===== src/rtl/ps2_pkg.sv =====
// Shared PS/2 definitions: FSM state encoding, frame length and default timing.
// Used by both the host transmitter and the PS/2 receiver.
package ps2_pkg;

    typedef enum logic [2:0] {
        IDLE,
        INHIB,
        REQ,
        BITS,
        ACK,
        WREL
    } ps2_state_e;

    // Last bit index of a host frame: 8 data bits, parity, stop.
    localparam int BITS_LAST       = 9;
    localparam int INHIBIT_DEFAULT = 2800;
    localparam int TIMEOUT_DEFAULT = 420000;
    localparam int FILTER_LEN      = 8;

    function automatic logic odd_parity(input logic [7:0] b);
        return ~^b;
    endfunction

endpackage


===== src/rtl/ps2_sync.sv =====
// PS/2 pad synchronizer with clock edge strobes.
// Define PS2TX_FILTER_EN to add an 8-sample stability filter on the clock line.
module ps2_sync
    import ps2_pkg::*;
(
    input  logic clock,
    input  logic reset,
    input  logic ck_i,
    input  logic d_i,
    output logic ck_s,
    output logic d_s,
    output logic ck_fall,
    output logic ck_rise
);

    logic ck_meta_q, ck_sync_q;
    logic d_meta_q, d_sync_q;
    logic ck_prev_q;
    logic ck_clean;

    // Idle bus is high, so the chain resets to 1 to avoid a false edge.
    always_ff @(posedge clock or negedge reset) begin
        if (!reset) begin
            ck_meta_q <= 1'b1;
            ck_sync_q <= 1'b1;
            d_meta_q  <= 1'b1;
            d_sync_q  <= 1'b1;
        end else begin
            ck_meta_q <= ck_i;
            ck_sync_q <= ck_meta_q;
            d_meta_q  <= d_i;
            d_sync_q  <= d_meta_q;
        end
    end

`ifdef PS2TX_FILTER_EN
    logic       ck_filt_q, ck_filt_d;
    logic [2:0] filt_cnt_q, filt_cnt_d;

    // Follow the synced clock only after FILTER_LEN consecutive differing samples.
    always_comb begin
        ck_filt_d  = ck_filt_q;
        filt_cnt_d = '0;
        if (ck_sync_q != ck_filt_q) begin
            if (filt_cnt_q == 3'(FILTER_LEN - 1)) begin
                ck_filt_d = ck_sync_q;
            end else begin
                filt_cnt_d = filt_cnt_q + 3'd1;
            end
        end
    end

    always_ff @(posedge clock or negedge reset) begin
        if (!reset) begin
            ck_filt_q  <= 1'b1;
            filt_cnt_q <= '0;
        end else begin
            ck_filt_q  <= ck_filt_d;
            filt_cnt_q <= filt_cnt_d;
        end
    end

    assign ck_clean = ck_filt_q;
`else
    assign ck_clean = ck_sync_q;
`endif

    always_ff @(posedge clock or negedge reset) begin
        if (!reset) begin
            ck_prev_q <= 1'b1;
        end else begin
            ck_prev_q <= ck_clean;
        end
    end

    assign ck_s    = ck_clean;
    assign d_s     = d_sync_q;
    assign ck_fall = ck_prev_q & ~ck_clean;
    assign ck_rise = ~ck_prev_q & ck_clean;

endmodule


===== src/rtl/ps2_host_tx.sv =====
// Host-to-device PS/2 transmitter: inhibit, request-to-send, 10 bits, ACK check.
// Optional PS2TX_FILTER_EN enables the clock stability filter in ps2_sync.
module ps2_host_tx
    import ps2_pkg::*;
#(
    parameter int INHIBIT = INHIBIT_DEFAULT,
    parameter int TIMEOUT = TIMEOUT_DEFAULT
) (
    input  logic       clock,
    input  logic       reset,
    input  logic       strb,
    input  logic [7:0] data,
    input  logic       ps2CkI,
    input  logic       ps2DI,
    output logic       ps2CkOe,
    output logic       ps2DOe,
    output logic       busy,
    output logic       done,
    output logic       error
);

    localparam int TMAX = (TIMEOUT > INHIBIT) ? TIMEOUT : INHIBIT;
    localparam int TW   = $clog2(TMAX + 1);

    logic ck_s, d_s, ck_fall;
    logic unused_ck_rise;

    ps2_sync u_sync (
        .clock   (clock),
        .reset   (reset),
        .ck_i    (ps2CkI),
        .d_i     (ps2DI),
        .ck_s    (ck_s),
        .d_s     (d_s),
        .ck_fall (ck_fall),
        .ck_rise (unused_ck_rise)
    );

    ps2_state_e    state_q, state_d;
    logic [8:0]    shift_q, shift_d;
    logic [3:0]    bit_cnt_q, bit_cnt_d;
    logic [TW-1:0] timer_q, timer_d;
    logic          ck_oe_q, ck_oe_d;
    logic          d_oe_q, d_oe_d;
    logic          busy_q, busy_d;
    logic          done_q, done_d;
    logic          error_q, error_d;
    logic          timed;
    logic          abort;

    always_comb begin
        state_d   = state_q;
        shift_d   = shift_q;
        bit_cnt_d = bit_cnt_q;
        ck_oe_d   = ck_oe_q;
        d_oe_d    = d_oe_q;
        busy_d    = busy_q;
        done_d    = 1'b0;
        error_d   = 1'b0;
        abort     = 1'b0;
        timed     = (state_q == BITS) || (state_q == ACK) || (state_q == WREL);
        timer_d   = (timed && ck_fall) ? '0 : timer_q + TW'(1);

        case (state_q)
            IDLE: begin
                timer_d = '0;
                // A request landing on a done/error cycle is dropped, not queued.
                if (strb && !done_q && !error_q) begin
                    shift_d = {odd_parity(data), data};
                    busy_d  = 1'b1;
                    ck_oe_d = 1'b1;
                    state_d = INHIB;
                end
            end
            INHIB: begin
                // Start bit goes low one cycle before the clock is released,
                // so REQ completes exactly INHIBIT cycles of clock hold.
                if (timer_q == TW'(INHIBIT - 2)) begin
                    d_oe_d  = 1'b1;
                    state_d = REQ;
                end
            end
            REQ: begin
                ck_oe_d   = 1'b0;
                bit_cnt_d = '0;
                state_d   = BITS;
            end
            BITS: begin
                if (ck_fall) begin
                    if (bit_cnt_q == 4'(BITS_LAST)) begin
                        d_oe_d  = 1'b0;
                        state_d = ACK;
                    end else begin
                        d_oe_d    = ~shift_q[0];
                        shift_d   = {1'b1, shift_q[8:1]};
                        bit_cnt_d = bit_cnt_q + 4'd1;
                    end
                end
            end
            ACK: begin
                if (ck_fall) begin
                    if (!d_s) begin
                        state_d = WREL;
                    end else begin
                        abort = 1'b1;
                    end
                end
            end
            WREL: begin
                if (ck_s && d_s) begin
                    done_d  = 1'b1;
                    busy_d  = 1'b0;
                    state_d = IDLE;
                end
            end
            default: state_d = IDLE;
        endcase

        if (timed && !ck_fall && (state_d == state_q) && (timer_q == TW'(TIMEOUT - 1))) begin
            abort = 1'b1;
        end

        if (abort) begin
            state_d = IDLE;
            ck_oe_d = 1'b0;
            d_oe_d  = 1'b0;
            busy_d  = 1'b0;
            error_d = 1'b1;
        end

        if (state_d != state_q) begin
            timer_d = '0;
        end
    end

    always_ff @(posedge clock or negedge reset) begin
        if (!reset) begin
            state_q   <= IDLE;
            shift_q   <= '0;
            bit_cnt_q <= '0;
            timer_q   <= '0;
            ck_oe_q   <= 1'b0;
            d_oe_q    <= 1'b0;
            busy_q    <= 1'b0;
            done_q    <= 1'b0;
            error_q   <= 1'b0;
        end else begin
            state_q   <= state_d;
            shift_q   <= shift_d;
            bit_cnt_q <= bit_cnt_d;
            timer_q   <= timer_d;
            ck_oe_q   <= ck_oe_d;
            d_oe_q    <= d_oe_d;
            busy_q    <= busy_d;
            done_q    <= done_d;
            error_q   <= error_d;
        end
    end

    assign ps2CkOe = ck_oe_q;
    assign ps2DOe  = d_oe_q;
    assign busy    = busy_q;
    assign done    = done_q;
    assign error   = error_q;

endmodule

===== config.mk =====
export PLATFORM = sky130hd
export DESIGN_NAME = ps2_host_tx
export DESIGN_NICKNAME = d
export VERILOG_FILES = /design/src/rtl/ps2_pkg.sv /design/src/rtl/ps2_sync.sv /design/src/rtl/ps2_host_tx.sv
export SDC_FILE = /design/constraint.sdc
export NUM_CORES = 1
export LEC_CHECK = 0
export ABC_AREA = 1
export CAP_MARGIN = 20
export CORE_MARGIN = 2
export CORE_UTILIZATION = 60
export DETAILED_ROUTE_END_ITERATION = 6
export MAX_ROUTING_LAYER = met4
export PLACE_DENSITY = 0.87
export SYNTH_ARGS = -nofsm -noshare
export SYNTH_HDL_FRONTEND = slang
export SYNTH_SLANG_ARGS = --single-unit

===== constraint.sdc =====
create_clock -name clock -period 5.18 [get_ports clock]
set_input_delay 0.518 -clock clock [delete_from_list [all_inputs] [get_ports clock]]
set_output_delay 0.518 -clock clock [all_outputs]
set_load 0.05 [all_outputs]

### Word level (Yosys, flattened, before mapping)

Index checks and enable logic that the tools add are counted.

| word-level totals | value |
|---|---|
| input bits | 13 |
| register bits after elaboration | 45 |
| word-level logic and storage cells | 97 |

| operators by class | value |
|---|---|
| add/sub/neg operators | 2 |
| eq/ne operators | 17 |
| bitwise logic cells | 3 |
| mux-type cells | 37 |
| reductions and logical operators | 24 |

Operators by type and width:

| operator | number |
|---|---|
| 19-bit 2-to-1 mux | 3 |
| 9-bit 2-to-1 mux | 3 |
| 3-bit 2-to-1 mux | 8 |
| 19-bit by 1-bit adder with 19-bit output (second input constant) | 1 |
| 19-bit by 12-bit == test with 1-bit output (second input constant) | 1 |
| 19-bit == test (second input constant) | 1 |
| 3-bit case mux with 6 select lines | 1 |
| 9-bit case mux with 2 select lines | 1 |
| 1-bit 2-to-1 mux | 15 |
| 3-bit != test (second input constant) | 3 |
| 3-bit AND reduction | 3 |
| 3-bit nonzero test | 3 |
| 4-bit 2-to-1 mux | 2 |
| 4-bit case mux with 2 select lines | 1 |
| 8-bit XNOR reduction | 1 |
| 1-bit logical AND | 7 |
| 3-bit by 2-bit == test with 1-bit output (second input constant) | 2 |
| 3-bit == test (second input constant) | 2 |
| 2-bit != test (second input constant) | 3 |
| 1-bit case mux with 2 select lines | 3 |
| 4-bit by 1-bit adder with 4-bit output (second input constant) | 1 |
| 4-bit == test (second input constant) | 1 |
| 4-bit AND reduction | 1 |
| 2-bit nonzero test | 2 |
| 10 further kinds | 14 |

### Longest topological paths before layout

| logic depth | value |
|---|---|
| depth after elaboration | 12 |
| mapped depth | 14 |
| depth with buffers taken out | 11 |

### Hierarchy

Synthesis repeated with hierarchy kept, for this count alone.

| unflattened totals | value |
|---|---|
| cells, all modules | 341 |
| area total of the unflattened synthesis | 2,645.0 µm² |

Modules (own cells, without submodules):

| module | cells an instance | sequential area each (µm²) | times used | area each (µm²) |
|---|---|---|---|---|
| ps2_host_tx | 332 | 1,001.0 | 1 | 2,498.6 |
| ps2_sync | 9 | 131.4 | 1 | 146.4 |

### Least setup slack after synthesis

OpenSTA, ideal clock, no wires.

| timing path | value |
|---|---|
| path kind | reg2reg |
| from | register timer_q[0] |
| to | register timer_q[8] |
| period minus slack after synthesis | 1,822 ps |
| cell stages (with the launch flop) | 12 |
| path buffers | 1 |
| arrival | 1,696 ps |
| path slack | 3,358 ps |
| cells stage by stage | dfrtp_1 > ha_1 > nand2_1 > nor2_1 > nand3_2 > nor2_2 > nor2_4 > nand2_1 > nand2_1 > nand2_2 > buf_6 > nor3_2 |

| on the way | value |
|---|---|
| cells in the longest elaborated chain, start to end | 10 |
| elaborated cells between the ends (all ways) | 14 |
| those cells by class | add/sub: 1; eq/ne: 4; mux: 7; reduce/logical: 2 |

RTL lines:

| element | RTL line | RTL |
|---|---|---|
| start: declaration | ps2_host_tx.sv:42 | `logic [TW-1:0] timer_q, timer_d;` |
| start signal: assignment | ps2_host_tx.sv:151 | `timer_q <= timer_d;` |
| 19-bit by 12-bit == test with 1-bit output | ps2_host_tx.sv:78 | `if (timer_q == TW'(INHIBIT - 2)) begin` |
| 3-bit 2-to-1 mux | ps2_host_tx.sv:78 |  |
| 3-bit case mux with 6 select lines | ps2_host_tx.sv:64 | `case (state_q)` |
| 3-bit == test | ps2_host_tx.sv:119 | `if (timed && !ck_fall && (state_d == state_q) && (timer_q == TW'(TIMEOUT - 1))) begin` |
| 1-bit logical AND (2 in series) | ps2_host_tx.sv:119 |  |
| 1-bit 2-to-1 mux | ps2_host_tx.sv:119 |  |
| 3-bit 2-to-1 mux | ps2_host_tx.sv:123 | `if (abort) begin` |
| 3-bit != test | ps2_host_tx.sv:131 | `if (state_d != state_q) begin` |
| 19-bit 2-to-1 mux * | ps2_host_tx.sv:131 |  |
| net timer_d[8] | ps2_host_tx.sv:42 |  |

The timed path passes the listed nets; every way through them passes the cells marked *.
A chain may end at the register's enable or synchronous reset.

### Worst setup path in the final report

| timing path | value |
|---|---|
| from | register timer_q[0] |
| to | register timer_q[3] |

Same word-level chain as after synthesis.

==> out/results.tsv <==
metric	value	unit
num_rows	24	
holdPathStages	0	
grt_pass1_vias	2099	
clkTransAtPathRegs	0.09	ns
timing.slew.headroom	35.3	%
area_delta_synth_final	10.4	%
synthFlopType	dfrtp_1	
avgSynthCellArea	7.84	um^2
cts_tree	yes	
setup_viol	0	
skew	0.00998	ns
fin_crit	2.19	ns
clock-root-buffer	clkbuf_8	
r2r-end	timer_q[3]	
synthesis.instances	346	
hold_viol	0	
post_drt_wl_per_cell	12.9	um
grt.overflow.total	0	
cp_top_family	simple AND/OR/NAND/NOR gates	
netlist.area_leader.share	36.9	%
internal_power	0.000603	W
pin_count	18	
die_x	71.2	um
num_vias	2309	
drtAntennaViolNets	0	
slew_viol_final	0	
synth-seq-cells	45	
min_to	u_sync.d_s	
clk_path_buf_depth	2	
worstHoldStart	u_sync.d_meta_q	
reg2reg_depth	10	
seq_area	1130	um^2
cts-hold-fix-buffers	0	
dpl.hpwl	3.94	mm
core_area	4350	um^2
ys_types	34	
rsz0062_at_grt	false	
grt.total_usage	23.7	%
cp_num_buf_inv	0	
syn_nets	363	
netlist_top_cells_count	72 x nand2_1, 43 x inv_1, 40 x dfrtp_1, 40 x nor2_1, 29 x nand3_1	
hold_path.class	reg -> reg	
required	5.35	ns
seq_area_frac_synth	41.7	%
clkLatencyLatePin	0.30	ns
max-cap-violations	0	
gp_congestion	0.948	
drc	0	
drive_above_1_share	13.5	%
first_pass_iters	4	
powerDensity	284	nW/um^2
timing.final.crit_share	42.3	%
ys_warn_count	0	
yosysMostFrequentCell	nand2_1	
p_sw_share	29.1	%
wl	5.37	mm
rr_startpoint	timer_q[0]	
cts_resized	0	
fill_cells	352	
cts_buffers	5	
cts_max_level	2	
portBuffers	17	
share_comb_of_total_power	18.6	%
path_cells	ha_1 -> nand2_1 -> nor2_1 -> nand3_2 -> nor2_2 -> nor2_4 -> nand2_1 -> nand2_1 -> nand2_2 -> nor3_1	
yosys-top-cells-area	dfrtp_1 37%, nand2_1 10%, inv_1 6.0%, nor2_1 5.5%, nand3_1 5.4%	
synth_top_cell_by_area	dfrtp_1	
grt_pass1_wl	9.27	mm
fin_nets	379	
fmax	456	MHz
max_stage_delay	0.41	ns
synth_edf_count	0	
post-cts-setup-buffers	0	
dp.cells	407	
drt_iter0_drc	143	
placed_cell_area	2880	um^2
cp_max_fo	19	
initial_core_util	62.3	%
path_class	reg -> reg	
max-vdd-ir-drop	197	uV
grt_start_max_net_pins	46	
worst_path_most_repeated_cell	nand2_1	
tns	0	ns
hold_slack	0.359	ns
reg2reg_slack	2.99	ns
final_cell_area	2990	um^2
crit_path_end_kind	register	
insertedDiodeCount	0	
p_switching	0.000247	W
avgViaCountPerCell	5.56	
p_leak	1.35	nW
die_h	71.2	um
cp_num_cells	10	
critPathSlowestCell	dfrtp_1	
multi_input_area	1340	um^2
seqPwrFrac	49.9	%
antenna_found_initial	0	
cts_sinks	45	
worst_pin_slew	0.970	ns
finish.utilization	68.8	%
layout.cells.non_filler	415	
status	finished, final reports clean	
startpoint_type	register	
clkPwrFrac	31.4	%
arrival	2.36	ns
fp.dieArea	5080	um^2
ys_async_sr_fraction	100	%
synth_area	2710	um^2
[how the worst max path moves through the flow]
stage	slack [ns]	from	endpoint
6_report	2.99	timer_q[0]	timer_q[3]
5_1_grt	2.72	timer_q[0]	timer_q[3]
4_1_cts	2.97	timer_q[0]	timer_q[2]
3_5_place_dp	2.87	strb	timer_q[2]
3_3_place_gp	2.95	strb	timer_q[18]
2_1_floorplan	3.36	timer_q[0]	timer_q[8]
[stage by stage]
stage	power, W	setup slack, ns
3_3_place_gp	0.000587	2.95
2_1_floorplan	0.000544	3.36
6_report	0.000851	2.99
3_5_place_dp	0.000590	2.87
5_1_grt	0.000897	2.72
4_1_cts	0.000861	2.97
[layout by cell type (no fill, tap or decap), types with 3 or more instances in the layout]
master           instances
a21oi_1                  4
a31oi_1                  8
clkbuf_8                 5
clkdlybuf4s50_1         16
dfrtp_1                 40
dfstp_2                  5
ha_1                     4
inv_1                   43
inv_2                    3
nand2_1                 72
nand2_2                  5
nand3_1                 29
nand3_2                  4
nand4_1                 10
nor2_1                  40
nor3_1                  20
nor3_2                  10
o21ai_0                  9
or2_2                    3
xnor2_1                  5
xor2_1                   5
[layer usage]
metal  share of wire [%]  routed length, um  track usage (%)
met5                   0                  0                -
met3                 5.3                282             5.06
met4                 1.1                 60             6.92
met1                  47               2530             32.2
met2                  47               2500             36.3
[cell type report]
| class | count | area share, % |
|---|---|---|
| Multi-Input combinational cell | 246 | 44.7 |
| Clock buffer | 5 | 2.30 |
| Tap cell | 52 | 2.17 |
| Clock inverter | 3 | 1.55 |
| Timing Repair Buffer | 17 | 5.52 |
| Inverter | 47 | 5.98 |
| Sequential cell | 45 | 37.8 |
[power by group through the flow]
stage	logic, W	clock network, W	registers (W)
final	0.000159	0.000268	0.000425
after global routing	0.000178	0.000287	0.000432
after CTS	0.000160	0.000277	0.000425
after detailed placement	0.000159	0	0.000431
after global placement	0.000157	0	0.000430
after floorplan	0.000103	0	0.000441
[registers in the layout, summed over array words and instances, names as in the netlist]
signal            cells
u_sync.d_meta_q       1
u_sync.ck_s           1
u_sync.ck_meta_q      1
timer_q              19
state_q               3
busy                  1
ps2DOe                1
ps2CkOe               1
u_sync.ck_prev_q      1
bit_cnt_q             4
done                  1
shift_q               9
error                 1
u_sync.d_s            1
[worst reg2reg max path: stages, from the launching register on]
cell     delay, ns
dfrtp_1       0.41
ha_1          0.25
nand2_1       0.12
nor2_1        0.29
nand3_2       0.12
nor2_2        0.18
nor2_4        0.06
nand2_1       0.10
nand2_1       0.06
nand2_2       0.37
nor3_1        0.10
[cells by family (layout without fill, tap and decap cells)]
family	count (synthesis)	count (layout)	synth area share, %
AOI/OAI and AO/OA	32	32	8.03
xor gates and xnor gates	10	10	3.23
adders and majority gates	4	4	1.85
buffers and inverters	55	72	8.95
DFF	45	45	41.7
muxes	1	1	0.369
and+or+nand+nor	199	199	35.8
No activity file was read; power rests on OpenSTA's default activity.
